[config.mk]
export PLATFORM = sky130hd
export DESIGN_NAME = fc1_accum_sequencer
export DESIGN_NICKNAME = d
export VERILOG_FILES = /design/src/rtl/fc1_accum_sequencer.sv
export SDC_FILE = /design/constraint.sdc
export NUM_CORES = 1
export LEC_CHECK = 0
export CAP_MARGIN = 10
export CORE_UTILIZATION = 45
export DETAILED_ROUTE_END_ITERATION = 8
export PLACE_DENSITY = 0.68
export SETUP_SLACK_MARGIN = 0.02
export SYNTH_ARGS = -nofsm -noshare
export SYNTH_HDL_FRONTEND = slang
export SYNTH_SLANG_ARGS = --single-unit
[constraint.sdc]
create_clock -name clk -period 5.7 [get_ports clk]
set_clock_uncertainty 0.2 [all_clocks]
set_input_delay 0.57 -clock clk [delete_from_list [all_inputs] [get_ports clk]]
set_output_delay 0.57 -clock clk [all_outputs]
set_load 0.03 [all_outputs]
[src/rtl/fc1_accum_sequencer.sv]
// fc1_accum_sequencer: frame sequencer and parallel MAC for the stage-3 FC1 layer.
// Latency: result on o_acc with a one-cycle o_acc_valid pulse, one cycle after the last beat is accepted.
// Backpressure: o_in_ready drops only in the single EMIT cycle; otherwise every offered beat is taken.
//
// Ports:
//   clk, reset         single rising-edge clock, asynchronous active-high reset
//   i_in_valid/i_in_data/o_in_ready   activation stream (unsigned), valid/ready handshake
//   i_soft_clear       synchronous abort of a partial frame (ignored while emitting)
//   o_w_addr/i_w_data  weight-ROM address (index of the next beat) and same-cycle weights
//   o_acc_valid/o_acc  frame result pulse and holding register, channel c at [c*ACC_BW +: ACC_BW]
//   o_busy             high while a frame is in progress or being emitted
`timescale 1ns/1ps
module fc1_accum_sequencer #(
    parameter int N_IN   = 48,
    parameter int CO     = 3,
    parameter int IN_BW  = 8,
    parameter int W_BW   = 8,
    parameter int ACC_BW = 22,
    parameter int AW     = (N_IN > 1) ? $clog2(N_IN) : 1
) (
    input  logic                   clk,
    input  logic                   reset,
    input  logic                   i_in_valid,
    input  logic [IN_BW-1:0]       i_in_data,
    output logic                   o_in_ready,
    input  logic                   i_soft_clear,
    output logic [AW-1:0]          o_w_addr,
    input  logic [CO*W_BW-1:0]     i_w_data,
    output logic                   o_acc_valid,
    output logic [CO*ACC_BW-1:0]   o_acc,
    output logic                   o_busy
);

    typedef enum logic [1:0] {
        IDLE  = 2'd0,
        ACCUM = 2'd1,
        EMIT  = 2'd2
    } state_t;

    localparam logic [AW-1:0] LAST_IDX = AW'(N_IN - 1);
    localparam int            PROD_BW  = IN_BW + W_BW + 1;

    state_t                 state;
    logic [AW-1:0]          count;
    logic [CO*ACC_BW-1:0]   acc;
    logic [CO*ACC_BW-1:0]   acc_sum;
    logic signed [PROD_BW-1:0] prod [CO];

    logic beat;
    logic last_beat;

    // o_in_ready is only high in IDLE/ACCUM, so a beat can never land in EMIT.
    // A coincident soft clear discards the beat.
    assign beat      = i_in_valid & o_in_ready & ~i_soft_clear;
    assign last_beat = beat & (count == LAST_IDX);

    assign o_w_addr = count;
    assign o_busy   = (state != IDLE);

    // Activation is zero-extended before the signed multiply so 255 stays +255.
    always_comb begin
        acc_sum = '0;
        for (int c = 0; c < CO; c++) begin
            prod[c] = $signed({1'b0, i_in_data}) * $signed(i_w_data[c*W_BW +: W_BW]);
            acc_sum[c*ACC_BW +: ACC_BW] = $signed(acc[c*ACC_BW +: ACC_BW]) + ACC_BW'(prod[c]);
        end
    end

    always_ff @(posedge clk or posedge reset) begin
        if (reset) begin
            state       <= IDLE;
            count       <= '0;
            acc         <= '0;
            o_acc       <= '0;
            o_acc_valid <= 1'b0;
            o_in_ready  <= 1'b0;
        end else begin
            o_acc_valid <= 1'b0;
            o_in_ready  <= 1'b1;
            case (state)
                IDLE, ACCUM: begin
                    if (i_soft_clear) begin
                        acc   <= '0;
                        count <= '0;
                        state <= IDLE;
                    end else if (last_beat) begin
                        // Final sums go straight to the holding register; the
                        // running accumulators are cleared for the next frame.
                        o_acc       <= acc_sum;
                        acc         <= '0;
                        count       <= '0;
                        state       <= EMIT;
                        o_acc_valid <= 1'b1;
                        o_in_ready  <= 1'b0;
                    end else if (beat) begin
                        acc   <= acc_sum;
                        count <= count + AW'(1);
                        state <= ACCUM;
                    end
                end
                EMIT: begin
                    state <= IDLE;
                end
                default: begin
                    state <= IDLE;
                    acc   <= '0;
                    count <= '0;
                end
            endcase
        end
    end

endmodule

==> results.sh, run 1 <==
export IMPL_via_count=11420
export IMPL_final_util=0.568
export IMPL_async_flop_share=1.00
export IMPL_power_density_nw_per_um2=501
export IMPL_final_cell_mix="nand2_1, inv_1, ha_1"
export IMPL_critPathLaunch="i_w_data[20]"
export IMPL_synthMuxAreaShare=0.0148
export IMPL_slowest_stage="clkdlybuf4s50_1"
export IMPL_hold_path_class="register to register"
export IMPL_syn2layout_area_growth_pct=23.4
export IMPL_yosysSeqAreaShare=0.244
export IMPL_use_met1=0.305
export IMPL_yosysTopAreaCellShare=0.244
export IMPL_synth_top_cell_by_area="dfrtp_1"
export IMPL_place_worst_setup_slack_ns=-0.409
export IMPL_r2r_end="o_acc[43]"
export IMPL_netlist_instances=1525
export IMPL_reg2reg_depth=18
export IMPL_synth_adder_area_share=0.386
export IMPL_ys_warn_count=0
export IMPL_port_buffers=110
export IMPL_slew_viol_final=0
export IMPL_relSlewSlack=0.523
export IMPL_reg2reg_slack_ns=0.53
export IMPL_fin_crit_ns=5.52
export IMPL_p_int_mw=4.97
export IMPL_hold_ws_ns=0.275
export IMPL_drt_pass1_iterations=5
export IMPL_drive_gt1_frac=0.139
export IMPL_synth_edf_count=0
export IMPL_period_share=0.968
export IMPL_synth_ff_type="dfrtp_1"
export IMPL_holdCritStartpoint="o_acc[29]"
export IMPL_hpwl_um=27800
export IMPL_synthesis_nets=1919
export IMPL_dpl_cell_area_um2=17200
export IMPL_p_leak_nw=9.53
export IMPL_cts_tree="yes"
export IMPL_tightest_slew_ns=0.715
export IMPL_ir_drop_v=0.000358
export IMPL_hold_viol=0
export IMPL_grt_util_met3=0.0331
export IMPL_grt_pass1_wl_um=59900
export IMPL_core_area_um2=31700
export IMPL_synth_top_family_by_area="adder cells"
export IMPL_final_common_cell="nand2_1"
export IMPL_power_frac_seq=0.140
export IMPL_cp_common_cell="fa_1"
export IMPL_initial_core_util=0.460
export IMPL_synth_area_leaders="dfrtp_1, fa_1, ha_1, nand2_1, inv_1"
export IMPL_worstPathMaxFanout=7
export IMPL_fillers=2781
export IMPL_required_ns=5.84
export IMPL_crit_path_start_kind="primary input"
export IMPL_hold_path_depth=2
export IMPL_path_cells="clkdlybuf4s50_1 -> nand2_1 -> fa_1 -> fa_1 -> inv_1 -> fa_1 -> fa_1 -> fa_1 -> ha_4 -> o21a_1 -> o31a_1 -> buf_4 -> o41ai_2 -> o21ai_1 -> a21oi_2 -> xnor2_1 -> mux2_2"
export IMPL_clk_pin_slew_worst_paths_ns=0.06
export IMPL_worstSetupPathType="primary input to register"
export IMPL_antenna_found_initial=2
export IMPL_clk_latency_ns=0.46
export IMPL_die_x_um=182
export IMPL_wl_um=36300
export IMPL_use_met2=0.383
export IMPL_io_pins=111
export IMPL_fin_ws_ns=0.181
export IMPL_hold_path_end="o_acc[29]"
export IMPL_combPwrFrac=0.735
export IMPL_crit_path_end_kind="register"
export IMPL_mappedNetlistArea_um2=14600
export IMPL_worstPathArrival_ns=5.66
export IMPL_synth_distinct_cells=64
export IMPL_cts_buffers=17
export IMPL_swShare=0.449
export IMPL_synth_simple_gate_area_frac=0.141
export IMPL_fp_dieArea_um2=33100
export IMPL_ys_ff_latch=142
export IMPL_max_freq_mhz=181
export IMPL_drc=0
export IMPL_crit_family="adder cells"
export IMPL_total_power_mw=9.03
export IMPL_fin_nets=2142
export IMPL_track_usage=0.230
export IMPL_drtIter0Drc=474
export IMPL_clkPwrFrac=0.125
export IMPL_p_switching_mw=4.06
export IMPL_die_y_um=182
export IMPL_grt_max_degree=67
export IMPL_overflow=0
export IMPL_clock_sinks=142
export IMPL_wl_per_cell_um=16.8
export IMPL_busiest_layer="met2"
export IMPL_cts_htree_levels=4
export IMPL_final_cell_area_um2=18000
export IMPL_slowest_delay_ns=0.69
export IMPL_synth_compound_area_frac=0.110
export IMPL_setup_viol=0
export IMPL_rsz0062_at_grt="yes"
export IMPL_num_rows=65
export IMPL_r2r_start="acc[28]"
export IMPL_maxCapViolCount=0
export IMPL_synth_xor_area_frac=0.0312
export IMPL_syn_avg_cell_area_um2=9.57
export IMPL_worst_path_buf_inv=3
export IMPL_status="finished, final reports clean"
export IMPL_clock_path_buffers=2
export IMPL_first_global_vias=11982
export IMPL_via_per_inst=5.28
export IMPL_clk_root_buffer_cell="clkbuf_16"
export IMPL_drtAntennaViolNets=0
export IMPL_gp_congestion=0.871
-- cell families after synthesis --
kind of cell	Yosys count
buffers and inverters	285
adders and majority gates	358
and+or+nand+nor	439
AOI/OAI and AO/OA	230
muxes	19
DFF	142
xor gates and xnor gates	52
-- registers in the layout (all words and copies together) (netlist names) --
| name | count |
|---|---|
| o_acc_valid | 1 |
| state | 2 |
| acc | 66 |
| o_w_addr | 6 |
| o_acc | 66 |
| o_in_ready | 1 |
-- cell type report --
class                           instances  area, um2  share of cell area
Antenna cell                            2       5.00            0.000278
Inverter                              224        846              0.0470
Clock inverter                         12        139             0.00771
Multi-Input combinational cell       1098      10100               0.561
Clock buffer                           19        433              0.0240
Sequential cell                       142       3550               0.197
Timing Repair Buffer                  265       2430               0.135
Tap cell                              402        503              0.0279
-- metrics by stage --
step	setup TNS, ns	std cells
2_1_floorplan	0	1525
3_3_place_gp	-9.68	2121
3_5_place_dp	-13.34	2121
4_1_cts	0	2152
5_1_grt	0	2164
6_report	0	2164
-- cell usage after synthesis (3+ instances only) --
cell type,n
nor4_1,4
o21a_1,13
inv_1,224
and2_1,86
a31oi_1,3
nand4b_1,3
o21ai_0,53
nand3b_1,3
o31a_1,3
a211oi_1,5
clkbuf_1,46
a21oi_1,42
nor2b_1,7
ha_1,205
a21o_1,22
o22ai_1,3
o31ai_1,3
fa_1,153
nand4_1,12
buf_1,8
nor3_1,6
and3_1,6
mux2_2,16
xnor2_1,39
o21bai_1,4
buf_2,7
dfrtp_1,142
nand2_1,230
nor2_1,50
nand3_1,13
nand2b_1,9
xor2_1,13
a22o_1,53
-- how the worst max path moves through the flow --
| stage | depth (start not counted) | to |
|---|---|---|
| 2_1_floorplan | 18 | o_acc[62] |
| 3_3_place_gp | 20 | o_acc[60] |
| 3_5_place_dp | 17 | o_acc[60] |
| 4_1_cts | 17 | o_acc[60] |
| 5_1_grt | 17 | o_acc[60] |
| 6_report | 17 | o_acc[60] |
-- tightest hold or removal path, delay by kind of cell (launching register included) --
family	cells	cell delay, ns
simple gates	2	0.10
flops	1	0.34
-- repair_timing --
| item | 4_1_cts | 5_1_grt |
|---|---|---|
| setup endpoints to repair | 0 | 36 |
| setup buffers | 0 | 8 |
| hold buffers | 0 | 0 |
| gates resized for setup | 0 | 44 |
-- per-layer routing --
metal / up-vias / wire length, um
li1: 5429 / -
met1: 5731 / 16600
met2: 216 / 17500
met3: 44 / 1300
met4: 0 / 861
met5: - / 0
-- power by group through the flow --
stage	Combinational, mW	Clock, mW	Sequential [mW]
after detailed placement	6.35	0	1.28
after CTS	6.43	1.16	1.26
final	6.63	1.13	1.26
after global routing	7.41	1.19	1.28
after global placement	6.18	0	1.28
after floorplan	4.17	0	1.25
No activity file was read; power rests on OpenSTA's default activity.
==> run 2, diff against run 1 <==
==> constraint.sdc (replaced) <==
create_clock -name clk -period 5.7 [get_ports clk]
set_clock_uncertainty 0.2 [all_clocks]
set_input_delay 0.57 -clock clk [delete_from_list [all_inputs] [get_ports clk]]
set_output_delay 0.57 -clock clk [all_outputs]
set_load 0.02 [all_outputs]
==> results of run 2 <==
Same layout as run 1 (identical final DEF). Status: finished, final reports clean.
